<file path="config.mk">
export PLATFORM = sky130hd
export DESIGN_NAME = axis_complex_xform
export DESIGN_NICKNAME = d
export VERILOG_FILES = /design/src/rtl/axis_complex_xform.sv
export SDC_FILE = /design/constraint.sdc
export NUM_CORES = 1
export LEC_CHECK = 0
export CORE_UTILIZATION = 58
export CTS_CLUSTER_SIZE = 16
export DETAILED_ROUTE_END_ITERATION = 10
export DONT_BUFFER_PORTS = 1
export PLACE_DENSITY_LB_ADDON = 0.2
export SYNTH_ARGS = -nofsm -noshare
export SYNTH_HDL_FRONTEND = slang
export SYNTH_SLANG_ARGS = --single-unit
</file>
<file path="constraint.sdc">
create_clock -name s00_axis_aclk -period 6 [get_ports s00_axis_aclk]
set_input_delay 1.5 -clock s00_axis_aclk [delete_from_list [all_inputs] [get_ports s00_axis_aclk]]
set_output_delay 1.5 -clock s00_axis_aclk [all_outputs]
set_load 0.02 [all_outputs]
</file>
<file path="src/rtl/axis_complex_xform.sv">
// AXI4-Stream complex-sample transform (pass / conjugate / negate / multiply-by-j) with
// per-frame latched mode and mute, frame bookkeeping and a skid-buffered output stage.
module axis_complex_xform #(
  parameter int DATA_W    = 32,
  parameter int FRAME_LEN = 4096,
  parameter bit SATURATE  = 1'b1
) (
  input  logic                s00_axis_aclk,
  input  logic                s00_axis_areset,
  input  logic [2*DATA_W-1:0] s00_axis_tdata,
  input  logic                s00_axis_tvalid,
  input  logic                s00_axis_tlast,
  output logic                s00_axis_tready,
  output logic [2*DATA_W-1:0] m00_axis_tdata,
  output logic                m00_axis_tvalid,
  output logic                m00_axis_tlast,
  input  logic                m00_axis_tready,
  input  logic [1:0]          mode_req,
  input  logic                mute_req,
  input  logic                err_clr,
  output logic                frame_err,
  output logic [15:0]         frame_cnt
);

  localparam int CNT_W = $clog2(FRAME_LEN);
  localparam logic [CNT_W-1:0]  CNT_LAST = CNT_W'(FRAME_LEN - 1);
  localparam logic [DATA_W-1:0] S_MIN    = {1'b1, {(DATA_W-1){1'b0}}};
  localparam logic [DATA_W-1:0] S_MAX    = {1'b0, {(DATA_W-1){1'b1}}};
  localparam logic [1:0] MODE_PASS = 2'b00;
  localparam logic [1:0] MODE_CONJ = 2'b01;
  localparam logic [1:0] MODE_NEG  = 2'b10;
  localparam logic [1:0] MODE_MULJ = 2'b11;

  // The most negative value has no positive counterpart; clamp or wrap.
  function automatic logic [DATA_W-1:0] neg_fn(input logic [DATA_W-1:0] x);
    if (x == S_MIN) begin
      neg_fn = (SATURATE != 1'b0) ? S_MAX : S_MIN;
    end else begin
      neg_fn = (~x) + {{(DATA_W-1){1'b0}}, 1'b1};
    end
  endfunction

  logic                r_s_ready;
  logic                r_o_valid;
  logic [2*DATA_W-1:0] r_o_data;
  logic                r_o_last;
  logic                r_sk_valid;
  logic [2*DATA_W-1:0] r_sk_data;
  logic                r_sk_last;
  logic [CNT_W-1:0]    r_cnt;
  logic [1:0]          r_mode;
  logic                r_mute;
  logic                r_frame_err;
  logic [15:0]         r_frame_cnt;

  logic                w_acc;
  logic                w_o_free;
  logic                w_drain;
  logic                w_cnt_last;
  logic                w_end;
  logic                w_mismatch;
  logic                w_first;
  logic [1:0]          w_mode;
  logic                w_mute;
  logic [DATA_W-1:0]   w_re;
  logic [DATA_W-1:0]   w_im;
  logic [DATA_W-1:0]   w_xre;
  logic [DATA_W-1:0]   w_xim;
  logic [2*DATA_W-1:0] w_beat;

  assign w_acc      = s00_axis_tvalid && r_s_ready;
  assign w_drain    = r_o_valid && m00_axis_tready;
  assign w_o_free   = !r_o_valid || m00_axis_tready;
  assign w_cnt_last = (r_cnt == CNT_LAST);
  assign w_end      = w_acc && (s00_axis_tlast || w_cnt_last);
  assign w_mismatch = w_end && (s00_axis_tlast != w_cnt_last);

  // Transform the incoming beat; the first beat of a frame uses the live request.
  always_comb begin
    w_re    = s00_axis_tdata[2*DATA_W-1:DATA_W];
    w_im    = s00_axis_tdata[DATA_W-1:0];
    w_first = (r_cnt == {CNT_W{1'b0}});
    w_mode  = w_first ? mode_req : r_mode;
    w_mute  = w_first ? mute_req : r_mute;
    case (w_mode)
      MODE_PASS: begin w_xre = w_re;         w_xim = w_im;         end
      MODE_CONJ: begin w_xre = w_re;         w_xim = neg_fn(w_im); end
      MODE_NEG:  begin w_xre = neg_fn(w_re); w_xim = neg_fn(w_im); end
      MODE_MULJ: begin w_xre = neg_fn(w_im); w_xim = w_re;         end
      default:   begin w_xre = w_re;         w_xim = w_im;         end
    endcase
    if (w_mute) begin
      w_beat = {(2*DATA_W){1'b0}};
    end else begin
      w_beat = {w_xre, w_xim};
    end
  end

  // Output register plus one-entry skid; tready drops only while the skid holds a beat.
  always_ff @(posedge s00_axis_aclk or posedge s00_axis_areset) begin
    if (s00_axis_areset) begin
      r_s_ready  <= 1'b0;
      r_o_valid  <= 1'b0;
      r_o_data   <= {(2*DATA_W){1'b0}};
      r_o_last   <= 1'b0;
      r_sk_valid <= 1'b0;
      r_sk_data  <= {(2*DATA_W){1'b0}};
      r_sk_last  <= 1'b0;
    end else if (r_sk_valid) begin
      if (w_o_free) begin
        r_o_valid  <= 1'b1;
        r_o_data   <= r_sk_data;
        r_o_last   <= r_sk_last;
        r_sk_valid <= 1'b0;
        r_s_ready  <= 1'b1;
      end else begin
        r_s_ready  <= 1'b0;
      end
    end else if (w_acc) begin
      if (w_o_free) begin
        r_o_valid  <= 1'b1;
        r_o_data   <= w_beat;
        r_o_last   <= s00_axis_tlast;
        r_s_ready  <= 1'b1;
      end else begin
        r_sk_valid <= 1'b1;
        r_sk_data  <= w_beat;
        r_sk_last  <= s00_axis_tlast;
        r_s_ready  <= 1'b0;
      end
    end else begin
      if (w_drain) begin
        r_o_valid <= 1'b0;
      end else begin
        r_o_valid <= r_o_valid;
      end
      r_s_ready <= 1'b1;
    end
  end

  // Beat counter, per-frame mode/mute latch and frame status.
  always_ff @(posedge s00_axis_aclk or posedge s00_axis_areset) begin
    if (s00_axis_areset) begin
      r_cnt       <= {CNT_W{1'b0}};
      r_mode      <= 2'b00;
      r_mute      <= 1'b0;
      r_frame_err <= 1'b0;
      r_frame_cnt <= 16'd0;
    end else begin
      if (w_acc && w_first) begin
        r_mode <= mode_req;
        r_mute <= mute_req;
      end else begin
        r_mode <= r_mode;
        r_mute <= r_mute;
      end
      if (w_end) begin
        r_cnt       <= {CNT_W{1'b0}};
        r_frame_cnt <= r_frame_cnt + 16'd1;
      end else if (w_acc) begin
        r_cnt       <= r_cnt + CNT_W'(1);
      end else begin
        r_cnt       <= r_cnt;
      end
      if (w_mismatch) begin
        r_frame_err <= 1'b1;
      end else if (err_clr) begin
        r_frame_err <= 1'b0;
      end else begin
        r_frame_err <= r_frame_err;
      end
    end
  end

  assign s00_axis_tready = r_s_ready;
  assign m00_axis_tvalid = r_o_valid;
  assign m00_axis_tdata  = r_o_data;
  assign m00_axis_tlast  = r_o_last;
  assign frame_err       = r_frame_err;
  assign frame_cnt       = r_frame_cnt;

endmodule
</file>
==> results of run 1 <==
## cell usage after synthesis (4+ instances only)
master / instances / area, um^2
nor4_1: 28 / 175.2
o41ai_1: 12 / 105.1
xor2_1: 17 / 148.9
a32oi_1: 4 / 35.03
o21ai_0: 135 / 675.7
nor2_1: 80 / 300.3
nand2_1: 144 / 540.5
mux2i_1: 7 / 70.07
or4_1: 11 / 82.58
clkbuf_1: 93 / 349.1
mux2_2: 9 / 101.4
a22o_1: 5 / 43.79
xnor2_1: 33 / 289.0
a221oi_1: 19 / 166.4
nor3_1: 23 / 115.1
inv_1: 25 / 93.84
o21a_1: 10 / 75.07
or3_1: 22 / 137.6
a221o_1: 8 / 80.08
and3_1: 22 / 137.6
ha_1: 9 / 112.6
nand4_1: 22 / 137.6
a31oi_1: 14 / 87.58
dfrtp_1: 165 / 4129
o31ai_1: 19 / 142.6
buf_2: 4 / 20.02
nand3_1: 31 / 155.2
a211oi_1: 10 / 75.07
a21boi_0: 4 / 30.03
nand4b_1: 4 / 35.03
a21oi_1: 109 / 545.5
a2bb2oi_1: 9 / 78.83
or2_2: 4 / 25.02
nand2b_1: 8 / 50.05
o211ai_1: 20 / 150.1
a21o_1: 7 / 52.55
## through the flow
step / worst slack (ps) / cells
finish: 1579 / 1373
global route: 1364 / 1373
CTS: 1656 / 1373
detailed placement: 1232 / 1341
global placement: 1434 / 1341
floorplan: 38.32 / 1204
## worst max-delay path, cell delays in order
cell	delay [ps]
inv_1	50
ha_1	230
nor3b_1	590
nand3_1	530
or3_1	830
o21ai_0	290
a221oi_1	140
or4_1	500
a21oi_1	130
## flip-flops by register name, indices dropped and copies added, names as in the netlist
name / flops
m00_axis_tvalid: 1
r_sk_last: 1
frame_cnt: 16
r_mute: 1
r_sk_data: 64
r_sk_valid: 1
r_cnt: 12
s00_axis_tready: 1
m00_axis_tdata: 64
r_mode: 2
frame_err: 1
m00_axis_tlast: 1
## cell usage in the layout, fill, tap and decap left out, types with 8 or more instances in the layout
master       n
nor2_1      79
a31oi_1     14
nand4_1     22
o211ai_1    20
nor4_1      28
nor3_1      22
inv_1       24
o31ai_1     19
a221o_1      8
o41ai_1     12
ha_1         8
o21ai_0    135
o21a_1      10
a21oi_1    109
xnor2_1     33
or3_1       22
mux2_2       9
a221oi_1    19
and3_1      22
nand2b_1     8
xor2_1      17
clkbuf_16   17
nand2_1    144
or4_1       11
a211oi_1    10
buf_4       18
a2bb2oi_1    9
dfrtp_1    164
nand3_1     30
## power by group through the flow
stage	Combinational, mW	Clock [mW]	Sequential [mW]
after floorplan	1.52	0	1.97
after global placement	2.03	0	2.05
final	2.12	1.19	2.06
after detailed placement	2.07	0	2.07
after global routing	2.32	1.24	2.10
after CTS	2.08	1.19	2.06
## routing by layer
layer | wire length, um | part of all wire, %
met5 | 0 | 0
met4 | 1168 | 3.5
met3 | 3610 | 11
met2 | 14260 | 43
met1 | 13910 | 42
## cell families after synthesis
family	after synthesis	share of synthesized area, %
mux	16	1.707
xor+xnor	50	4.361
simple gates	421	20.82
buf+inv	127	4.835
fa+ha+maj	9	1.122
compound gates	416	26.03
flops	165	41.12
## cell type report
cell class	count	area [um^2]	share of cell area, %
Multi-Input combinational cell	912	5473	50.93
Sequential cell	165	4130	38.43
Clock buffer	18	439.2	4.087
Tap cell	220	275.3	2.561
Clock inverter	14	191.4	1.781
Timing Repair Buffer	18	135.1	1.257
Inverter	26	102.6	0.9547
## final timing paths
path | start | end | slack (ps) | cells after the start
max | s00_axis_tdata[1] | m00_axis_tdata[19] | 1580 | 9
min | r_sk_data[39] | r_sk_data[39] | 470 | 2
max reg2reg | r_cnt[5] | m00_axis_tdata[4] | 1600 | 10
min reg2reg | r_sk_data[39] | r_sk_data[39] | 470 | 2
max in group asynchronous | s00_axis_areset | r_sk_valid | 3930 | 2
min in group asynchronous | s00_axis_areset | r_sk_data[0] | 1020 | 1
==> flow_summary.ini, run 1 <==
[outcome]
status = finished, final reports clean

[power]
clkPwrFrac_pct = 22.1
switching_share_pct = 45.90
intPower_mw = 2.903
p_switching_mw = 2.463
power_density_nw_per_um2 = 499.3
leakagePower_nw = 4.333
peakVddDrop_mv = 0.2660
pwr-share-seq_pct = 38.3
power.total_mw = 5.366
p_comb_share_pct = 39.6

[synthesis]
ys_types = 68
synthArstFlopShare_pct = 100.0
synth_edf_count = 0
netlist_area_um2 = 10040
synth_warnings = 0
synth-seq-cells = 165
ys.flop_type = dfrtp_1
synth_area_per_cell_um2 = 8.340
synth.net_count = 1286
synthCells = 1204
ys_seq_area_share_pct = 41.12

[grt]
grtUsageMet1_pct = 52.84
gr-usage-met2_pct = 53.82
grt_max_degree = 84
gr-usage-all-layers_pct = 37.54
overflow = 0
grt_pass1_wl_um = 51210
grt_busiest_layer = met2
grt_util_met3_pct = 10.43
grt_pass1_vias = 8820
antenna_found_initial = 0

[worst_hold_path]
hp-class = flip-flop to flip-flop

[clock_tree]
htreeDepth = 4
clk_path_buf_depth = 2
root_buffer = clkbuf_16
cts.sinks = 165
numCtsBuffers = 17
cts.reportedPaths.clkPinSlew_ps = 70
clk_latency_ps = 440
cts_hold_buf = 0
cts_tree = built
post_cts_buffers = 0
cts_resized = 0

[floorplanning]
num_rows = 47
dieArea_um2 = 17840
die_h_um = 133.6
pin_count = 157
core-area_um2 = 16760
fp.dieW_um = 133.6
start_util_pct = 59.91

[critical_path]
critPathLaunchType = input pin
arrival_ps = 4790
worstSetupPathType = input pin to flip-flop
cp.required_ps = 6370
crit_fanout = 16
cp-end-kind = flip-flop

[cells_and_area]
drive_gt1_share_pct = 6.938
fin_nets = 1222
post-route-util_pct = 64.12
fillers = 1458
final_cell_area_um2 = 10750
syn_to_final_growth_pct = 7.028
n_antenna_cell = 0

[sta]
finClkSkew_ps = 11.22
rsz0062_at_grt = false
tightest_slew_ps = 1052
fin_setup_tns_ps = 0
fin_crit_sh_pct = 73.69
max_freq_mhz = 226.2
relSlewSlack_pct = 29.89
setup_viol = 0
timing.hold.ws_ps = 470.6
drv_slew = 0
period_needed_ps = 4421
hold_viol_final = 0

[placed_design]
post_dp_cell_area_um2 = 10120
dp_hpwl_um = 22940
io_buffer_count = 0
place_congestion = 0.9996

[route]
wirelength_um = 32940
drt-initial-drc-count = 1159
drt_first_pass_iters = 5
vias_per_cell = 6.958
drc_errors = 0
ant_nets = 0
vias = 9553
wl_per_cell_um = 23.99

[job]
drv_cap = 0
(Power assumes the default switching activity.)
==> run 2: changes to the inputs <==
CORE_UTILIZATION = 60   (was 58)
clock period = 4.11 ns   (was 6 ns; I/O delays follow)
==> run 2 against run 1 <==
Against the previous run:
- clock-buffer cell count is 1 lower
- flip-flop and latch count stayed put
- hold slack better by 2.8 ps
- via count is 1.6% higher
- routed wire length hardly changed
- sequential share of layout area is 0.61 points lower
- critical path depth is 2 higher
- utilization is 3.6 points higher
- critical path type is now flip-flop to flip-flop
- largest cell class unchanged
==> flow_summary.ini, run 2 (synthesis gave the netlist of run 1 again) <==
[outcome]
status = finished, final reports clean

[critical_path]
cp-end-kind = flip-flop
critPathLaunchType = flip-flop
crit_fanout = 24
worst_path_largest_cell_delay_ps = 630
arrival_ps = 4000
worst-path-buf-inv = 3
cp.required_ps = 4470
worstSetupPathType = flip-flop to flip-flop
crit_chain = nor4_1, nand4_1, mux2_2, buf_4, inv_1, ha_1, inv_1, a21oi_1, nor4_1, a21oi_1, o21ai_0
slowest_stage = inv_1
crit_family = buffers and inverters

[floorplanning]
die_h_um = 131.4
dieArea_um2 = 17260
fp.dieW_um = 131.4
num_rows = 46
pin_count = 157
core-area_um2 = 16120
start_util_pct = 62.31

[route]
wl_per_cell_um = 23.74
drt-initial-drc-count = 1265
drc_errors = 0
drt_first_pass_iters = 5
wirelength_um = 32950
vias = 9710
vias_per_cell = 6.996
ant_nets = 0

[cells_and_area]
mostFrequentLayoutCells = dfrtp_1 (164), nand2_1 (144), o21ai_0 (135)
fin_nets = 1241
layout_commonest_cell = dfrtp_1
syn_to_final_growth_pct = 8.747
n_antenna_cell = 0
final_cell_area_um2 = 10920
drive_gt1_share_pct = 8.447

[clock_tree]
post_cts_buffers = 0
cts_tree = built
numCtsBuffers = 17
clk_latency_ps = 440
cts_hold_buf = 0
clk_path_buf_depth = 2
cts_resized = 0
htreeDepth = 4
root_buffer = clkbuf_16
cts.sinks = 165
cts.reportedPaths.clkPinSlew_ps = 80

[sta]
setup_viol = 0
timing.hold.ws_ps = 473.4
max_freq_mhz = 275.0
relSlewSlack_pct = 42.54
fin_setup_tns_ps = 0
tightest_slew_ps = 860.9
fin_crit_sh_pct = 88.48
hold_viol_final = 0
rsz0062_at_grt = false
period_needed_ps = 3636
drv_slew = 0
finClkSkew_ps = 11.61

[grt]
grt_max_degree = 114
grt_pass1_vias = 8906
gr-usage-all-layers_pct = 38.76
overflow = 0
antenna_found_initial = 0
grt_pass1_wl_um = 51890

[placed_design]
place_congestion = 1.028
io_buffer_count = 0
dp_hpwl_um = 23050
post_dp_cell_area_um2 = 10290

[power]
intPower_mw = 4.224
switching_share_pct = 46.42
p_switching_mw = 3.659
p_comb_share_pct = 40.2
peakVddDrop_mv = 0.3831
pwr-share-seq_pct = 38.1
clkPwrFrac_pct = 21.7
power_density_nw_per_um2 = 721.9
leakagePower_nw = 4.423

[job]
drv_cap = 0

[worst_hold_path]
hp-class = flip-flop to flip-flop
run 2: path summary, 6_finish.rpt:
| check | startpoint | endpoint | slack [ps] | depth (start not counted) |
|---|---|---|---|---|
| worst min-delay path | r_sk_data[39] | r_sk_data[39] | 470 | 2 |
| min in group asynchronous | s00_axis_areset | m00_axis_tdata[56] | 630 | 2 |
| max in group asynchronous | s00_axis_areset | r_sk_valid | 2970 | 2 |
| worst min register to register | r_sk_data[39] | r_sk_data[39] | 470 | 2 |
| worst max register to register | r_cnt[2] | m00_axis_tdata[24] | 470 | 11 |
| worst max-delay path | r_cnt[2] | m00_axis_tdata[24] | 470 | 11 |
run 2: per-layer routing:
metal  share of wire, %  up-vias  track usage [%]
met4                3.2        0            14.99
met5                  0        -                0
met2                 43      579            56.62
met3                 12       68            12.00
li1                   -     4368                -
met1                 41     4695            53.72
run 2: cell type report:
cell class              count  area (um^2)
clock buffers              17        425.4
clock inverters            15        203.9
fillers                  1336         5196
inverters                  26        101.3
multi-input cells         912         5473
flip-flops and latches    165         4130
well taps                 216        270.3
repair buffers             37        315.3
run 2: worst reg2reg max path, delay by kind of cell, from the launching register on:
kind,cells,cell delay [ps]
AO/OA/AOI/OAI,3,590
buffers and inverters,3,1010
adder cells (fa/ha/maj),1,200
AND/OR/NAND/NOR,3,940
multiplexers,1,390
flip-flops,1,430
run 2: power groups by stage:
stage	Sequential, mW	Combinational (mW)	Clock, mW
global placement	3.00	3.01	0
CTS	3.00	3.09	1.72
detailed placement	3.02	3.06	0
finish	3.00	3.17	1.71
floorplan	2.87	2.22	0
global route	3.07	3.45	1.78
run 2: per-stage QoR:
| step | power, mW | std cells | setup slack (ps) | utilization (%) |
|---|---|---|---|---|
| global placement | 6.007 | 1356 | 452.1 | 63.85 |
| CTS | 7.807 | 1388 | 497.1 | 67.76 |
| detailed placement | 6.085 | 1356 | 388.7 | 63.85 |
| floorplan | 5.089 | 1204 | 671.4 | - |
| finish | 7.883 | 1388 | 473.6 | 67.76 |
| global route | 8.301 | 1388 | 121.1 | 67.76 |
==> run 3: changes to the inputs <==
clock period = 3.9 ns   (was 4.11 ns; I/O delays follow)
==> run 3 against run 2 <==
Against the previous run:
- final area grew 0.54%
- non-clock buffer count up 8
- critical endpoint is now m00_axis_tdata[4]
- clock-buffer cell count unchanged
==> flow_summary.ini, run 3 (synthesis gave the netlist of run 1 again) <==
[clock_tree]
clk_path_buf_depth = 2
clk_latency_ps = 440
htreeDepth = 4
cts_resized = 0
cts.sinks = 165
cts.reportedPaths.clkPinSlew_ps = 70
post_cts_buffers = 0
cts_hold_buf = 0
root_buffer = clkbuf_16
cts_tree = built
numCtsBuffers = 17

[cells_and_area]
n_antenna_cell = 0
final_cells = 1396
mostFrequentLayoutCells = dfrtp_1 (164), nand2_1 (144), o21ai_0 (135)
regArea_um2 = 4130
layout_commonest_cell = dfrtp_1
fin_nets = 1249
multi_input_area_um2 = 5473
fillers = 1275
drive_gt1_share_pct = 9.068
syn_to_final_growth_pct = 9.333
post-route-util_pct = 68.12
final_cell_area_um2 = 10980

[critical_path]
cp.required_ps = 4270
crit_family = simple AND/OR/NAND/NOR gates
slowest_stage = inv_1
r2r_end = m00_axis_tdata[4]
ff2ff_path_depth = 9
arrival_ps = 3920
worst-path-buf-inv = 2
worstSetupPathType = flip-flop to flip-flop
timing.rr.start = r_cnt[5]
r2r_setup_slack_ps = 350
crit_chain = nor4_1, nand4_1, mux2_2, inv_1, ha_1, inv_1, a21oi_1, or4_1, a21oi_1
worst_path_largest_cell_delay_ps = 540
cp-end-kind = flip-flop
crit_fanout = 17
critPathLaunchType = flip-flop

[route]
drc_errors = 0
wirelength_um = 33380
vias_per_cell = 6.975
wl_per_cell_um = 23.91
drt-initial-drc-count = 1229
vias = 9737
ant_nets = 0
drt_first_pass_iters = 6

[sta]
hold_viol_final = 0
fin_setup_tns_ps = 0
setup_viol = 0
finalWorstSetupSlack_ps = 347.8
finClkSkew_ps = 8.842
tightest_slew_ps = 731.4
max_freq_mhz = 281.5
relSlewSlack_pct = 51.19
period_needed_ps = 3552
timing.hold.ws_ps = 475.7
rsz0062_at_grt = false
fin_crit_sh_pct = 91.08
drv_slew = 0

[floorplanning]
core-area_um2 = 16120
num_rows = 46
start_util_pct = 62.31
die_h_um = 131.4
dieArea_um2 = 17260
pin_count = 157
fp.dieW_um = 131.4

[placed_design]
dpl.cell_count = 1364
post_dp_cell_area_um2 = 10360
pre_cts_ws_ps = 262.2
place_congestion = 1.032
dp_hpwl_um = 23670
io_buffer_count = 0

[job]
drv_cap = 0

[grt]
grt_pass1_vias = 9124
grt_pass1_wl_um = 52690
grt_max_degree = 116
overflow = 0
antenna_found_initial = 0
gr-usage-all-layers_pct = 39.44

[power]
leakagePower_nw = 4.464
power_density_nw_per_um2 = 759.9
p_comb_share_pct = 40.6
clkPwrFrac_pct = 21.4
peakVddDrop_mv = 0.5052
pwr-share-seq_pct = 38.0
switching_share_pct = 46.46
intPower_mw = 4.467
p_switching_mw = 3.876
power.total_mw = 8.342

[worst_hold_path]
min_delay_path_depth = 2
hold_start = r_sk_data[20]
min_to = r_sk_data[20]
hp-class = flip-flop to flip-flop

[outcome]
status = finished, final reports clean
[run 3: final cells by class]
cell class	count	area share, %
Timing Repair Buffer	45	3.533
Clock buffer	17	3.875
Inverter	26	0.9232
Sequential cell	165	37.62
Tap cell	216	2.462
Clock inverter	15	1.732
Multi-Input combinational cell	912	49.85
[run 3: worst max path at each step]
stage / from / endpoint / slack (ps) / cells after the start
finish: r_cnt[5] / m00_axis_tdata[4] / 350 / 9
floorplan: mode_req[1] / m00_axis_tdata[10] / 510 / 12
CTS: r_cnt[5] / m00_axis_tdata[4] / 410 / 9
global placement: s00_axis_tdata[42] / m00_axis_tdata[54] / 300 / 7
detailed placement: s00_axis_tdata[42] / m00_axis_tdata[48] / 260 / 7
global route: r_cnt[5] / m00_axis_tdata[4] / 140 / 9
[run 3: layer usage]
metal / wire length [um] / up-vias / GRT usage (%)
met5: 0 / - / 0
met1: 13830 / 4687 / 55.14
met4: 862 / 0 / 13.24
met2: 14950 / 606 / 58.51
li1: - / 4374 / -
met3: 3733 / 70 / 11.57
[run 3: worst register-to-register path, stage by stage (launching register included)]
cell and delay, ps:
dfrtp_1 440, nor4_1 300, nand4_1 390, mux2_2 520, inv_1 100, ha_1 210, inv_1 540, a21oi_1 290
or4_1 540, a21oi_1 150
[run 3: power by group through the flow]
stage	registers, mW	clock network (mW)	logic, mW
2_1_floorplan	3.03	0	2.34
3_3_place_gp	3.17	0	3.20
3_5_place_dp	3.20	0	3.27
4_1_cts	3.17	1.79	3.29
5_1_grt	3.24	1.86	3.68
6_report	3.17	1.78	3.39
